$ cat config.mk
export PLATFORM = sky130hd
export DESIGN_NAME = sipo
export DESIGN_NICKNAME = d
export VERILOG_FILES = /design/src/rtl/sipo_pkg.sv /design/src/rtl/sipo_fifo.sv /design/src/rtl/sipo.sv
export SDC_FILE = /design/constraint.sdc
export NUM_CORES = 1
export LEC_CHECK = 0
export BUFFER_PORTS_ARGS = -buffer_cell sky130_fd_sc_hd__buf_2
export CORE_UTILIZATION = 50
export DETAILED_ROUTE_END_ITERATION = 10
export GPL_TIMING_DRIVEN = 0
export PLACE_DENSITY = 0.7
export SLEW_MARGIN = 15
export SYNTH_ARGS = -nofsm -noshare
export SYNTH_HDL_FRONTEND = slang
export SYNTH_SLANG_ARGS = --single-unit
export TNS_END_PERCENT = 1
$ cat constraint.sdc
create_clock -name sclk_i -period 5.39 [get_ports sclk_i]
set_input_delay 0.8085 -clock sclk_i [delete_from_list [all_inputs] [get_ports sclk_i]]
set_output_delay 0.8085 -clock sclk_i [all_outputs]
set_load 0.03 [all_outputs]
$ cat src/rtl/sipo_pkg.sv
// Shared definitions for the serial-to-parallel deserializer.
// One-hot state encodings line up with the upstream PISO stage.
package sipo_pkg;

  localparam int unsigned SIPO_WIDTH = 8;
  localparam int unsigned SIPO_DEPTH = 4;

  typedef enum logic [2:0] {
    S_IDLE  = 3'b001,
    S_SHIFT = 3'b010,
    S_HOLD  = 3'b100
  } state_e;

endpackage

$ cat src/rtl/sipo_fifo.sv
// First-word-fall-through word buffer for the deserializer output.
// Pointers carry an extra wrap bit so full and empty are unambiguous.
module sipo_fifo #(
  parameter int unsigned WIDTH = 8,
  parameter int unsigned DEPTH = 4,
  parameter int unsigned AW    = $clog2(DEPTH)
) (
  input  logic             clk_i,
  input  logic             rst_i,
  input  logic             wr_en_i,
  input  logic [WIDTH-1:0] wdata_i,
  input  logic             rd_en_i,
  output logic [WIDTH-1:0] rdata_o,
  output logic             full_o,
  output logic             empty_o,
  output logic [AW:0]      level_o
);

  logic [WIDTH-1:0] mem_q [DEPTH];
  logic [AW:0]      wr_ptr_q, wr_ptr_d;
  logic [AW:0]      rd_ptr_q, rd_ptr_d;
  logic             wr_fire, rd_fire;

  assign empty_o = (wr_ptr_q == rd_ptr_q);
  assign full_o  = (wr_ptr_q[AW] != rd_ptr_q[AW]) &&
                   (wr_ptr_q[AW-1:0] == rd_ptr_q[AW-1:0]);
  assign level_o = wr_ptr_q - rd_ptr_q;
  assign rdata_o = empty_o ? '0 : mem_q[rd_ptr_q[AW-1:0]];

  // A read on the same edge frees the slot a write into a full buffer needs.
  assign rd_fire = rd_en_i && !empty_o;
  assign wr_fire = wr_en_i && (!full_o || rd_fire);

  always_comb begin
    wr_ptr_d = wr_ptr_q;
    rd_ptr_d = rd_ptr_q;
    if (wr_fire) wr_ptr_d = wr_ptr_q + 1'b1;
    if (rd_fire) rd_ptr_d = rd_ptr_q + 1'b1;
  end

  always_ff @(posedge clk_i or posedge rst_i) begin
    if (rst_i) begin
      wr_ptr_q <= '0;
      rd_ptr_q <= '0;
    end else begin
      wr_ptr_q <= wr_ptr_d;
      rd_ptr_q <= rd_ptr_d;
    end
  end

  always_ff @(posedge clk_i) begin
    if (wr_fire) mem_q[wr_ptr_q[AW-1:0]] <= wdata_i;
  end

endmodule

$ cat src/rtl/sipo.sv
// Serial-in/parallel-out deserializer: LSB-first bits in, buffered words out.
// state | meaning: S_IDLE no bits held | S_SHIFT partial word | S_HOLD last bit blocked by full buffer
module sipo
  import sipo_pkg::*;
#(
  parameter int unsigned WIDTH = SIPO_WIDTH,
  parameter int unsigned DEPTH = SIPO_DEPTH,
  parameter int unsigned AW    = $clog2(DEPTH)
) (
  input  logic             sclk_i,
  input  logic             rst_i,
  input  logic             data_i,
  input  logic             valid_i,
  output logic             ready_o,
  output logic [WIDTH-1:0] data_o,
  output logic             valid_o,
  input  logic             ready_i,
  input  logic             flush_i,
  output logic [AW:0]      level_o,
  output logic [15:0]      byte_cnt_o
);

  localparam int unsigned CW = $clog2(WIDTH);
  localparam int unsigned LW = AW + 1;
  localparam logic [CW-1:0] LAST_BIT = CW'(WIDTH - 1);
  localparam logic [LW-1:0] ONE_SHORT = LW'(DEPTH - 1);

  state_e           state_q, state_d;
  logic [WIDTH-1:0] shreg_q, shreg_d;
  logic [CW-1:0]    bit_cnt_q, bit_cnt_d;
  logic [15:0]      byte_cnt_q, byte_cnt_d;
  logic             accept, push, pop;
  logic             fifo_full, fifo_empty;
  logic             full_d, hold_d;

  assign accept     = valid_i && ready_o;
  assign push       = accept && !flush_i && (bit_cnt_q == LAST_BIT);
  assign pop        = valid_o && ready_i;
  assign valid_o    = !fifo_empty;
  assign byte_cnt_o = byte_cnt_q;

  sipo_fifo #(
    .WIDTH (WIDTH),
    .DEPTH (DEPTH),
    .AW    (AW)
  ) u_fifo (
    .clk_i   (sclk_i),
    .rst_i   (rst_i),
    .wr_en_i (push),
    .wdata_i ({data_i, shreg_q[WIDTH-1:1]}),
    .rd_en_i (pop),
    .rdata_o (data_o),
    .full_o  (fifo_full),
    .empty_o (fifo_empty),
    .level_o (level_o)
  );

  always_comb begin
    shreg_d    = shreg_q;
    bit_cnt_d  = bit_cnt_q;
    byte_cnt_d = byte_cnt_q;
    if (flush_i) begin
      shreg_d   = '0;
      bit_cnt_d = '0;
    end else if (accept) begin
      shreg_d   = {data_i, shreg_q[WIDTH-1:1]};
      bit_cnt_d = (bit_cnt_q == LAST_BIT) ? '0 : bit_cnt_q + 1'b1;
    end
    if (pop) byte_cnt_d = byte_cnt_q + 16'd1;
  end

  // Buffer fullness after this edge, so the state tracks bit_cnt and level together.
  always_comb begin
    full_d = fifo_full;
    if (push && !pop)      full_d = (level_o == ONE_SHORT);
    else if (pop && !push) full_d = 1'b0;
  end

  assign hold_d = (bit_cnt_d == LAST_BIT) && full_d;

  always_ff @(posedge sclk_i or posedge rst_i) begin
    if (rst_i) begin
      state_q    <= S_IDLE;
      shreg_q    <= '0;
      bit_cnt_q  <= '0;
      byte_cnt_q <= '0;
    end else begin
      state_q    <= state_d;
      shreg_q    <= shreg_d;
      bit_cnt_q  <= bit_cnt_d;
      byte_cnt_q <= byte_cnt_d;
    end
  end

  always_comb begin
    state_d = state_q;
    unique case (state_q)
      S_IDLE: begin
        if (bit_cnt_d != '0) state_d = hold_d ? S_HOLD : S_SHIFT;
      end
      S_SHIFT: begin
        if (bit_cnt_d == '0) state_d = S_IDLE;
        else if (hold_d)     state_d = S_HOLD;
      end
      S_HOLD: begin
        if (bit_cnt_d == '0) state_d = S_IDLE;
        else if (!full_d)    state_d = S_SHIFT;
      end
      default: state_d = S_IDLE;
    endcase
  end

  always_comb begin
    ready_o = (state_q != S_HOLD);
  end

endmodule
# Yosys cells after proc, flatten, opt, wreduce, memory -nomap -nowiden
# Memory sizes are Yosys's and may differ from the RTL's.
# Index checks and enable logic that the tools add are counted.
# word_totals
reg_bits	36
ram_bits	32
in_bits	6
output_inout_bits	29
memories	1
# mem_list
memory	depth	width	read_ports	rd_clocked_by_memory_dff	write_ports	line_no	source
u_fifo.mem_q	4	8	1	0	1	sipo_fifo.sv:19	logic [WIDTH-1:0] mem_q [DEPTH];
# op_classes
add_sub_neg	5
n_eq_ne	13
n_mux	17
reduce_logical	20
# ops
op	count
$mux 3	9
$mux 8	3
$add 16x1->16 const B	1
$logic_and 1x1->1	10
$add 3x1->3 const B	3
$eq 3x3->1 const B	3
$ne 3x3->1 const B	3
$pmux 3 s3	1
$eq 3x2->1 const B	2
$logic_not 1->1	5
$mux 1	4
$eq 3x1->1 const B	1
$eq 3x3->1	1
$logic_not 3->1	1
$reduce_and 3->1	1
$reduce_bool 3->1	1
$sub 3x3->3	1
$eq 2x2->1	1
$ne 2x2->1 const B	1
$reduce_bool 2->1	1
$logic_or 1x1->1	1
$ne 1x1->1	1

# Logic depth before layout (Yosys ltp)
# Gate-level depths: netlist of the first run.
# logic_depth
depth_word	12
mapped_depth	9
depth_no_buf	9

# Hierarchy
# A second synthesis of the first run with hierarchy kept.
# unflattened
hier_cells	232
area_unflattened_um2	3088.0
# modules_own_cells
mod	n_inst	cells_each	area_each_um2	seq_area_each_um2
sipo_fifo	1	96	1669.1	1111.1
sipo	1	136	1418.9	726.9

# Worst setup path after synthesis of the first run
# Ideal clock, no wire load.
# synth_timing
path_kind	register -> register
start	register u_fifo.rd_ptr_q[1]
end	register state_q[1]
arrival_ns	2.573
required_time_ns	5.271
setup_slack_ns	2.698
stages_incl_launch_ff	9
cell_sequence	dfrtp_1 > clkbuf_1 > inv_1 > fa_1 > or2b_2 > o32a_1 > mux2i_2 > a221oi_2 > o21a_1
# synth_rtl
item	line_no	source
start: declaration	sipo_fifo.sv:21	logic [AW:0] rd_ptr_q, rd_ptr_d;
start signal: assignment	sipo_fifo.sv:47	rd_ptr_q <= rd_ptr_d;
$sub 3x3->3 (*)	sipo_fifo.sv:27	assign level_o = wr_ptr_q - rd_ptr_q;
net level_o[1]	sipo.sv:19	output logic [AW:0] level_o,
$eq 3x2->1 (*)	sipo.sv:75	if (push && !pop) full_d = (level_o == ONE_SHORT);
$mux 1 (*)	sipo.sv:75	
$logic_and 1x1->1	sipo.sv:79	assign hold_d = (bit_cnt_d == LAST_BIT) && full_d;
$mux 3 (2 in series)	sipo.sv:99	if (bit_cnt_d != '0) state_d = hold_d ? S_HOLD : S_SHIFT;
$pmux 3 s3	sipo.sv:97	unique case (state_q)
end signal: assignment	sipo.sv:88	state_q <= state_d;
end: declaration	sipo.sv:28	state_e state_q, state_d;
# Mark *: on every way through the listed nets, which the timed path passes. The rest lies on a longest branch. The select of a mux whose other input is x is not followed.
# A chain may end at the register's enable or synchronous reset.

# Final worst setup path of the first run
# layout_timing
start	register u_fifo.rd_ptr_q[1]
end	output port data_o[4]
# layout_via
elab_chain_cells	2
# layout_lines
item	line_no	source
$mem_v2 4x8 / $eq 3x3->1 (equally long branches)	--	
$mux 8 (*)	sipo_fifo.sv:28	assign rdata_o = empty_o ? '0 : mem_q[rd_ptr_q[AW-1:0]];
end: declaration	sipo.sv:15	output logic [WIDTH-1:0] data_o,
# Mark *: on every way between the ends. The rest lies on a longest branch, timed or not.

==> results of run 1 <==
==> state kept, by name (all words and copies together) (netlist names) <==
signal	cells
byte_cnt_o	16
state_q	3
u_fifo.mem_q	32
shreg_q	7
u_fifo.rd_ptr_q	3
u_fifo.wr_ptr_q	3
bit_cnt_q	3
==> final timing paths <==
| kind | cells past startpoint | to | start | slack, ns |
|---|---|---|---|---|
| max reg2reg | 8 | state_q[1] | u_fifo.rd_ptr_q[1] | 2.57 |
| max in group asynchronous | 2 | u_fifo.rd_ptr_q[0] | rst_i | 4.33 |
| min | 1 | byte_cnt_o[15] | byte_cnt_o[15] | 0.49 |
| min in group asynchronous | 2 | byte_cnt_o[15] | rst_i | 0.59 |
| min reg2reg | 1 | byte_cnt_o[15] | byte_cnt_o[15] | 0.49 |
| max | 7 | data_o[4] | u_fifo.rd_ptr_q[1] | 1.96 |
==> layer usage <==
layer / global-route usage, % / vias to the layer above / share of wire [%]
met2: 27.18 / 28 / 47
met1: 26.09 / 866 / 48
met3: 5.829 / 6 / 3.4
li1: - / 858 / -
met5: 0 / - / 0
met4: 8.182 / 0 / 1.4
==> Yosys cell counts, types with 6 or more instances <==
master and instances:
xnor2_1 19, a22o_1 10, ha_1 10, dfrtp_1 34, mux4_2 8, inv_1 7
nor2_1 8, nand3_1 6, edfxtp_1 32, nand2_1 14, nor2b_1 9
==> cells by family after synthesis <==
| group | count (synthesis) | synth area share, % |
|---|---|---|
| simple gates | 60 | 11.34 |
| fa+ha+maj | 11 | 4.819 |
| mux | 10 | 6.772 |
| flops | 67 | 61.03 |
| compound gates | 25 | 6.730 |
| xor+xnor | 23 | 7.146 |
| buf+inv | 12 | 2.160 |
==> where the power goes <==
group          internal, uW  switching, uW  leakage [uW]
Clock                   216            202     0.0000962
Combinational           186            302      0.000605
Sequential              573           46.9      0.000733
Total                   975            551       0.00143
==> per-stage QoR <==
stage,setup slack (ns),utilization [%],area (um^2),hold WS [ns],std cells
6_report,1.960,61.45,3467,0.4856,329
3_5_place_dp,2.252,57.91,3267,0.4766,313
5_1_grt,1.675,61.45,3467,0.5189,329
2_1_floorplan,2.698,-,3012,0.4763,208
3_3_place_gp,2.278,57.91,3267,0.4568,313
4_1_cts,1.860,61.45,3467,0.4906,329
==> cell type report <==
type	instances	area, um^2
clock inverters	7	76.32
fillers	433	2175
plain buffers	5	38.79
repair buffers	33	165.2
multi-input cells	129	1109
clock buffers	9	123.9
inverters	7	26.28
well taps	72	90.09
flip-flops and latches	67	1838
==> run_results.csv, run 1 <==
group,metric,value,unit
global_route,grt_pass1_wl,8583,um
status,status,"complete, no violations",
layout,final_cell_mix,"buf_2, dfrtp_1, edfxtp_1",
sta,setup_viol,0,
power_and_ir_drop,ir_worst_vdd,0.0003313,V
logic_synthesis,synthFlopType,"dfrtp_1",
worst_setup_path,arrival,2.62,ns
cts,cts_tree,"built",
sta,relSlewSlack,50.62,%
global_route,grtUsageTotal,18.77,%
drt,drt_iter0_drc,104,
placed_design,gp_congestion,0.7821,
worst_setup_path,startpoint_type,"flop",
worst_setup_path,worstPathCellList,"clkbuf_1 > inv_1 > ha_1 > nand2_1 > nor2_1 > nor2b_1 > buf_2",
worst_setup_path,cp_slowest_cell,"nor2_1",
cts,insertion_delay,0.35,ns
global_route,grt_pass1_vias,1722,
cts,cts_resized,0,
die,boundaryPins,35,
die,floorplan.initialDensity,53.38,%
cts,cts_setup_buffers,0,
drt,drt_first_pass_iters,4,
worst_setup_path,path_max_fanout,10,
cts,cts_buffers,9,
logic_synthesis,synthTopCellsByArea,"edfxtp_1, dfrtp_1, mux4_2",
layout,drive_gt1_share,28.02,%
drt,drc,0,
drt,ant_nets,0,
logic_synthesis,synth-edff-count,32,
worst_setup_path,critPathKind,"reg -> out",
layout,area_growth,15.12,%
die,die_area,6338,um^2
logic_synthesis,mappedNetlistArea,3012,um^2
sta,hold_viol_final,0,
logic_synthesis,ys_seq_area_share,61.03,%
power_and_ir_drop,p_per_area,440.4,nW/um^2
global_route,antenna_found_initial,0,
logic_synthesis,synth_cell_types,46,
worst_setup_path,crit_buf_inv,3,
logic_synthesis,ys_warn_count,0,
job,cap_viol_max_count,0,
cts,cts_sinks,67,
cts,h-tree-depth,3,
logic_synthesis,yosysTopAreaCellShare,31.91,%
logic_synthesis,ys_ff_latch,67,
layout,n_antenna_cell,0,
layout,nets,269,
cts,cts_buffer_depth,2,
sta,rsz0062_at_grt,"false",
cts,root_buffer,"clkbuf_8",
hold_path,hold_path_class,"reg -> reg",
logic_synthesis,syn_avg_cell_area,14.48,um^2
global_route,overflow,0,
logic_synthesis,async_flop_share,52.24,%
sta,fmax,291.5,MHz
worst_setup_path,max_stage_delay,0.55,ns
logic_synthesis,synth_area_leader_cell,"edfxtp_1",
logic_synthesis,synth_cells,208,
worst_setup_path,cp-end-kind,"output pin",
sta,min_period,3.430,ns
cts,clk_pin_slew,0.08,ns
sta,final.setup.tns,0,ns
sta,slew_viol_final,0,
die,die_w,79.61,um
sta,clock_skew,0.01118,ns
worst_setup_path,critical-path-top-delay-family,"buffers and inverters",
power_and_ir_drop,power.leakage,0.001434,uW
sta,fin_crit_sh,63.64,%
logic_synthesis,syn_nets,225,
drt,wl_per_cell,15.61,um
drt,avgViaCountPerCell,5.343,
die,core-area,5642,um^2
die,fp.dieH,79.61,um
cts,cts_hold_buf,0,
global_route,grt_max_degree,36,
sta,tightest_slew,0.7396,ns
placed_design,dp_hpwl,3463,um
drt,wl,5137,um
power_and_ir_drop,fin_total_pwr,1527,uW
placed_design,io_buffers,33,
worst_setup_path,required,4.58,ns
die,rows,27,
drt,num_vias,1758,
Note: power is estimated with default switching activity, not from simulation.
==> run 2, diff against run 1 <==
--- a/config.mk
+++ b/config.mk
@@ -5,11 +5,12 @@
 export SDC_FILE = /design/constraint.sdc
 export NUM_CORES = 1
 export LEC_CHECK = 0
+export ABC_AREA = 1
 export BUFFER_PORTS_ARGS = -buffer_cell sky130_fd_sc_hd__buf_2
 export CORE_UTILIZATION = 50
 export DETAILED_ROUTE_END_ITERATION = 10
 export GPL_TIMING_DRIVEN = 0
-export PLACE_DENSITY = 0.7
+export PLACE_DENSITY = 0.72
 export SLEW_MARGIN = 15
 export SYNTH_ARGS = -nofsm -noshare
 export SYNTH_HDL_FRONTEND = slang
==> constraint.sdc (replaced) <==
create_clock -name sclk_i -period 3 [get_ports sclk_i]
set_input_delay 0.45 -clock sclk_i [delete_from_list [all_inputs] [get_ports sclk_i]]
set_output_delay 0.45 -clock sclk_i [all_outputs]
set_load 0.03 [all_outputs]
==> run_results.csv, run 2 <==
group,metric,value,unit
status,status,"complete, no violations",
sta,tightest_slew,0.8920,ns
cts,cts_setup_buffers,0,
worst_setup_path,regToRegEndpoint,"u_fifo.mem_q[3][6]",
layout,multi_input_area,1179,um^2
power_and_ir_drop,p_int,1772,uW
logic_synthesis,ys_ff_latch,67,
logic_synthesis,synthTopCellsByArea,"edfxtp_1, dfrtp_1, nor2_1",
worst_setup_path,arrival,2.31,ns
drt,drt_first_pass_iters,7,
layout,final_cell_mix,"nor2_1, buf_2, inv_1",
cts,cts_tree,"built",
power_and_ir_drop,p_per_area,822.9,nW/um^2
logic_synthesis,syn_nets,325,
drt,drt_iter0_drc,116,
logic_synthesis,synth_cell_types,30,
placed_design,io_buffers,33,
sta,min_period,2.761,ns
global_route,grt_max_degree,36,
drt,drc,0,
layout,fin_util,60.42,%
logic_synthesis,yosysMostFrequentCell,"nor2_1",
layout,largest_reg_flops,32,
sta,fin_crit_sh,92.03,%
hold_path,hold_path_class,"in -> async",
worst_setup_path,ff2ff_setup_slack,0.35,ns
placed_design,gp_congestion,0.8025,
layout,area_growth,14.03,%
drt,ant_nets,0,
power_and_ir_drop,p_comb_share,38.1,%
layout,seq_area,1838,um^2
worst_setup_path,startpoint_type,"flop",
global_route,grt_pass1_wl,9818,um
die,rows,28,
global_route,overflow,0,
logic_synthesis,ys_warn_count,0,
logic_synthesis,mappedNetlistArea,3193,um^2
drt,num_vias,2203,
sta,relSlewSlack,40.31,%
cts,clk_pin_slew,0.07,ns
global_route,grtUsageTotal,19.96,%
placed_design,dp_hpwl,4165,um
logic_synthesis,synthFlopType,"dfrtp_1",
die,core-area,6026,um^2
cts,insertion_delay,0.34,ns
power_and_ir_drop,seqPwrFrac,38.0,%
power_and_ir_drop,switchingPower,1224,uW
logic_synthesis,yosys-top-cells-count,"nor2_1, inv_1, dfrtp_1, nand2_1, edfxtp_1",
sta,final.setup.tns,0,ns
layout,fin_area,3641,um^2
cts,cts_buffers,9,
worst_setup_path,r2r-start,"u_fifo.rd_ptr_q[1]",
global_route,grt_pass1_vias,2103,
logic_synthesis,synth_cells,308,
power_and_ir_drop,power.leakage,0.001700,uW
cts,cts_resized,1,
global_route,antenna_found_initial,0,
die,floorplan.initialDensity,52.99,%
sta,hold_viol_final,0,
power_and_ir_drop,netSwitchingFraction,40.86,%
power_and_ir_drop,pwr-share-clk,23.9,%
worst_setup_path,critPathKind,"reg -> out",
sta,fmax,362.2,MHz
die,fp.dieH,81.92,um
layout,nFillCells,541,
power_and_ir_drop,ir_worst_vdd,0.0004890,V
cts,cts_sinks,67,
cts,h-tree-depth,3,
worst_setup_path,path_max_fanout,11,
worst_setup_path,required,2.55,ns
sta,clock_skew,0.01690,ns
die,die_w,81.92,um
sta,slew_viol_final,0,
logic_synthesis,synth_area_leader_cell,"edfxtp_1",
logic_synthesis,ys_seq_area_share,57.56,%
layout,nets,369,
job,cap_viol_max_count,0,
die,boundaryPins,35,
sta,rsz0062_at_grt,"false",
power_and_ir_drop,fin_total_pwr,2996,uW
layout,n_antenna_cell,0,
cts,root_buffer,"clkbuf_8",
cts,cts_hold_buf,0,
layout,mostFrequentLayoutCell,"nor2_1",
worst_setup_path,reg2reg_depth,8,
logic_synthesis,async_flop_share,52.24,%
cts,cts_buffer_depth,2,
drt,wl_per_cell,13.84,um
placed_design,placed_area,3452,um^2
drt,wl,5979,um
die,die_area,6710,um^2
logic_synthesis,synth-edff-count,32,
sta,setup_viol,0,
logic_synthesis,syn_avg_cell_area,10.37,um^2
drt,avgViaCountPerCell,5.100,
worst_setup_path,cp-end-kind,"output pin",
logic_synthesis,yosysTopAreaCellShare,30.09,%
layout,drive_gt1_share,22.97,%
==> run 2: cell count changes after synthesis, moves of 6 or more <==
cell	delta
nand2_1	+20
xnor2_1	-11
a22o_1	-10
o21ai_0	+17
xor2_1	+7
nor2b_1	-9
nand3_1	+6
a21oi_1	+8
mux4_2	-8
inv_1	+29
nor2_1	+39
nand3_2	+9
==> run 2: worst max path at each step <==
stage | end | from | cells after the start | slack [ns]
2_1_floorplan | data_o[0] | u_fifo.rd_ptr_q[1] | 8 | 0.52
3_3_place_gp | u_fifo.mem_q[3][6] | u_fifo.rd_ptr_q[1] | 8 | 0.15
3_5_place_dp | u_fifo.mem_q[3][5] | u_fifo.rd_ptr_q[1] | 8 | 0.11
4_1_cts | data_o[3] | u_fifo.rd_ptr_q[1] | 9 | 0.22
5_1_grt | data_o[3] | u_fifo.rd_ptr_q[1] | 9 | 0.13
6_report | data_o[3] | u_fifo.rd_ptr_q[1] | 9 | 0.24
==> run 2: through the flow <==
step                hold WS, ns  cells  setup WS (ns)
global placement         0.4569    416         0.1486
finish                   0.2282    432         0.2390
global route             0.2984    432         0.1317
floorplan                0.4760    308         0.5218
detailed placement       0.4653    416         0.1064
CTS                      0.2560    432         0.2181
==> run 2: power by group through the flow <==
stage               registers [uW]  clock network (uW)  logic [uW]
finish                        1140                 716        1140
global route                  1150                 766        1260
CTS                           1140                 722        1150
detailed placement            1150                   0        1150
global placement              1150                   0        1130
floorplan                     1230                   0         769
==> run 2: routing by layer <==
layer | track usage, % | routed length [um] | vias to the layer above
li1 | - | - | 1102
met1 | 25.09 | 2645 | 1034
met2 | 33.06 | 2973 | 55
met3 | 4.778 | 268 | 12
met4 | 7.895 | 91 | 0
met5 | 0 | 0 | -
==> run 2: critical path, stage by stage, from the launching register on <==
cell	delay, ns
dfrtp_1	0.34
buf_2	0.23
clkinv_2	0.23
ha_1	0.34
nand2_1	0.05
inv_1	0.09
nand3_2	0.12
inv_1	0.28
a21oi_1	0.10
buf_2	0.19
==> run 2: cells by family after synthesis <==
family                   after synthesis  share of synthesized area, %
AND/OR/NAND/NOR                      131                         21.51
XOR/XNOR                              18                         4.937
flip-flops                            67                         57.56
adder cells (fa/ha/maj)               11                         4.545
AO/OA/AOI/OAI                         36                         5.917
buffers and inverters                 45                         5.525
==> run 2: cell type report <==
cell class              instances  share of cell area [%]
inverters                      39                   4.055
multi-input cells             196                   32.37
well taps                      75                   2.577
flip-flops and latches         67                   50.48
repair buffers                 33                   4.536
clock buffers                  11                   3.608
clock inverters                 5                   1.546
plain buffers                   6                  0.8247
==> run 3, diff against run 2 <==
--- a/config.mk
+++ b/config.mk
@@ -10,7 +10,7 @@
 export CORE_UTILIZATION = 50
 export DETAILED_ROUTE_END_ITERATION = 10
 export GPL_TIMING_DRIVEN = 0
-export PLACE_DENSITY = 0.72
+export PLACE_DENSITY = 0.7
 export SLEW_MARGIN = 15
 export SYNTH_ARGS = -nofsm -noshare
 export SYNTH_HDL_FRONTEND = slang
==> constraint.sdc (replaced) <==
create_clock -name sclk_i -period 3.25 [get_ports sclk_i]
set_input_delay 0.4875 -clock sclk_i [delete_from_list [all_inputs] [get_ports sclk_i]]
set_output_delay 0.4875 -clock sclk_i [all_outputs]
set_load 0.03 [all_outputs]
==> run_results.csv, run 3 (synthesized netlist as in run 2, its figures left out) <==
group,metric,value,unit
status,status,"complete, no violations",
worst_setup_path,cp-end-kind,"output pin",
drt,num_vias,2185,
sta,hold_viol_final,0,
cts,h-tree-depth,3,
layout,n_antenna_cell,0,
global_route,grt_max_degree,36,
worst_setup_path,cp_slowest_cell,"ha_1",
sta,setup_viol,0,
sta,tightest_slew,0.8464,ns
worst_setup_path,startpoint_type,"flop",
power_and_ir_drop,p_int,1562,uW
die,rows,28,
drt,wl_met2,2906,um
power_and_ir_drop,p_comb_share,38.8,%
sta,final.setup.tns,0,ns
placed_design,gp_congestion,0.7534,
layout,nFillCells,514,
power_and_ir_drop,p_per_area,753.9,nW/um^2
sta,fin_crit_sh,90.65,%
power_and_ir_drop,switchingPower,1177,uW
cts,cts_hold_buf,0,
drt,drt_iter0_drc,107,
sta,min_period,2.946,ns
placed_design,io_buffers,33,
drt,drt-met1-wl,2681,um
power_and_ir_drop,netSwitchingFraction,42.98,%
drt,drc,0,
layout,drive_gt1_share,23.53,%
power_and_ir_drop,pwr-share-clk,22.8,%
drt,top_layer,"met4",
layout,nets,369,
drt,avgViaCountPerCell,5.058,
hold_path,hold_path_class,"in -> async",
sta,relSlewSlack,43.37,%
power_and_ir_drop,seqPwrFrac,38.4,%
layout,fin_area,3633,um^2
placed_design,dp_hpwl,4146,um
global_route,antenna_found_initial,0,
layout,largest_reg_flops,32,
cts,root_buffer,"clkbuf_8",
sta,rsz0062_at_grt,"false",
cts,cts_tree,"built",
global_route,overflow,0,
die,die_w,81.92,um
drt,wl_per_cell,13.70,um
drt,wl,5920,um
die,fp.dieH,81.92,um
worst_setup_path,required,2.76,ns
cts,cts_sinks,67,
placed_design,placed_area,3452,um^2
worst_setup_path,arrival,2.46,ns
worst_setup_path,critPathKind,"reg -> out",
layout,stdcell_count,432,
layout,area_growth,13.79,%
die,core-area,6026,um^2
global_route,grt_pass1_wl,9770,um
worst_setup_path,worstPathCellList,"buf_2 > clkinvlp_4 > ha_1 > nand2_1 > inv_1 > nand3_2 > inv_1 > a21oi_1 > buf_2",
worst_setup_path,max_stage_delay,0.37,ns
global_route,grtUsageTotal,20.38,%
power_and_ir_drop,ir_worst_vdd,0.0004560,V
drt,drt_first_pass_iters,4,
cts,clk_pin_slew,0.08,ns
die,die_area,6710,um^2
placed_design,dp.cells,416,
drt,ant_nets,0,
sta,clock_skew,0.009620,ns
layout,fin_util,60.30,%
die,boundaryPins,35,
drt,wl_met3,202,um
die,floorplan.initialDensity,52.99,%
worst_setup_path,path_max_fanout,11,
cts,insertion_delay,0.35,ns
cts,cts_buffers,9,
layout,mostFrequentLayoutCell,"nor2_1",
cts,cts_buffer_depth,2,
layout,final_cell_mix,"nor2_1, buf_2, inv_1",
power_and_ir_drop,power.leakage,0.001685,uW
job,cap_viol_max_count,0,
global_route,grt_pass1_vias,2131,
sta,slew_viol_final,0,
sta,fmax,339.4,MHz
run 3: cell count changes in the layout (fill, tap and decap cells not counted), sizes merged:
cell and change:
bufinv -1, clkbuf -2, clkinv -1, clkinvlp +3, inv +1
run 3: what timing repair did:
| action | CTS | global route |
|---|---|---|
| endpoints found under the hold margin | 0 | 0 |
| endpoints found under the setup margin | 0 | 8 |
| setup buffers | 0 | 0 |
| resized for setup | 0 | 1 |
run 3: path summary, 6_finish.rpt:
kind / slack [ns] / startpoint / to / cells after the start
worst max register to register: 0.52 / u_fifo.rd_ptr_q[1] / u_fifo.mem_q[3][6] / 8
worst min register to register: 0.48 / byte_cnt_o[15] / byte_cnt_o[15] / 1
min in group sclk_i: 0.39 / data_i / u_fifo.mem_q[3][7] / 1
max in group asynchronous: 2.52 / rst_i / shreg_q[5] / 2
worst max-delay path: 0.30 / u_fifo.rd_ptr_q[1] / data_o[4] / 9
worst min-delay path: 0.27 / rst_i / u_fifo.rd_ptr_q[1] / 2
run 3: worst max-delay path, delay by kind of cell (launching register included):
family                   cells  cell delay, ns
buffers and inverters        5            1.12
adder cells (fa/ha/maj)      1            0.37
flip-flops                   1            0.35
AND/OR/NAND/NOR              2            0.17
AO/OA/AOI/OAI                1            0.10
run 3: final cells by class:
type / instances / area (um^2) / area share (%)
Sequential cell: 67 / 1838 / 50.59
Multi-Input combinational cell: 196 / 1179 / 32.44
Timing Repair Buffer: 33 / 165.2 / 4.545
Inverter: 39 / 150.1 / 4.132
Clock buffer: 9 / 123.9 / 3.409
Tap cell: 75 / 93.84 / 2.583
Clock inverter: 7 / 53.80 / 1.481
Buffer: 6 / 30.03 / 0.8264
run 3: through the flow:
step | hold WS [ns] | setup slack [ns] | power [uW]
final | 0.2665 | 0.3038 | 2739
after CTS | 0.2816 | 0.1064 | 2758
after detailed placement | 0.4563 | 0.2948 | 2140
after global routing | 0.3374 | 0.07654 | 2918
after global placement | 0.4564 | 0.3528 | 2110
after floorplan | 0.4760 | 0.7343 | 1848
run 3: metal layers:
metal | up-vias | GRT usage, %
li1 | 1099 | -
met1 | 1036 | 24.52
met2 | 37 | 33.72
met3 | 13 | 4.444
met4 | 0 | 11.58
met5 | - | 0
run 3: power by group through the flow:
stage               clock (uW)  combinational [uW]  sequential [uW]
floorplan                    0                 710             1140
global placement             0                1050             1060
detailed placement           0                1070             1070
CTS                        632                1070             1050
global route               670                1190             1060
finish                     624                1060             1050
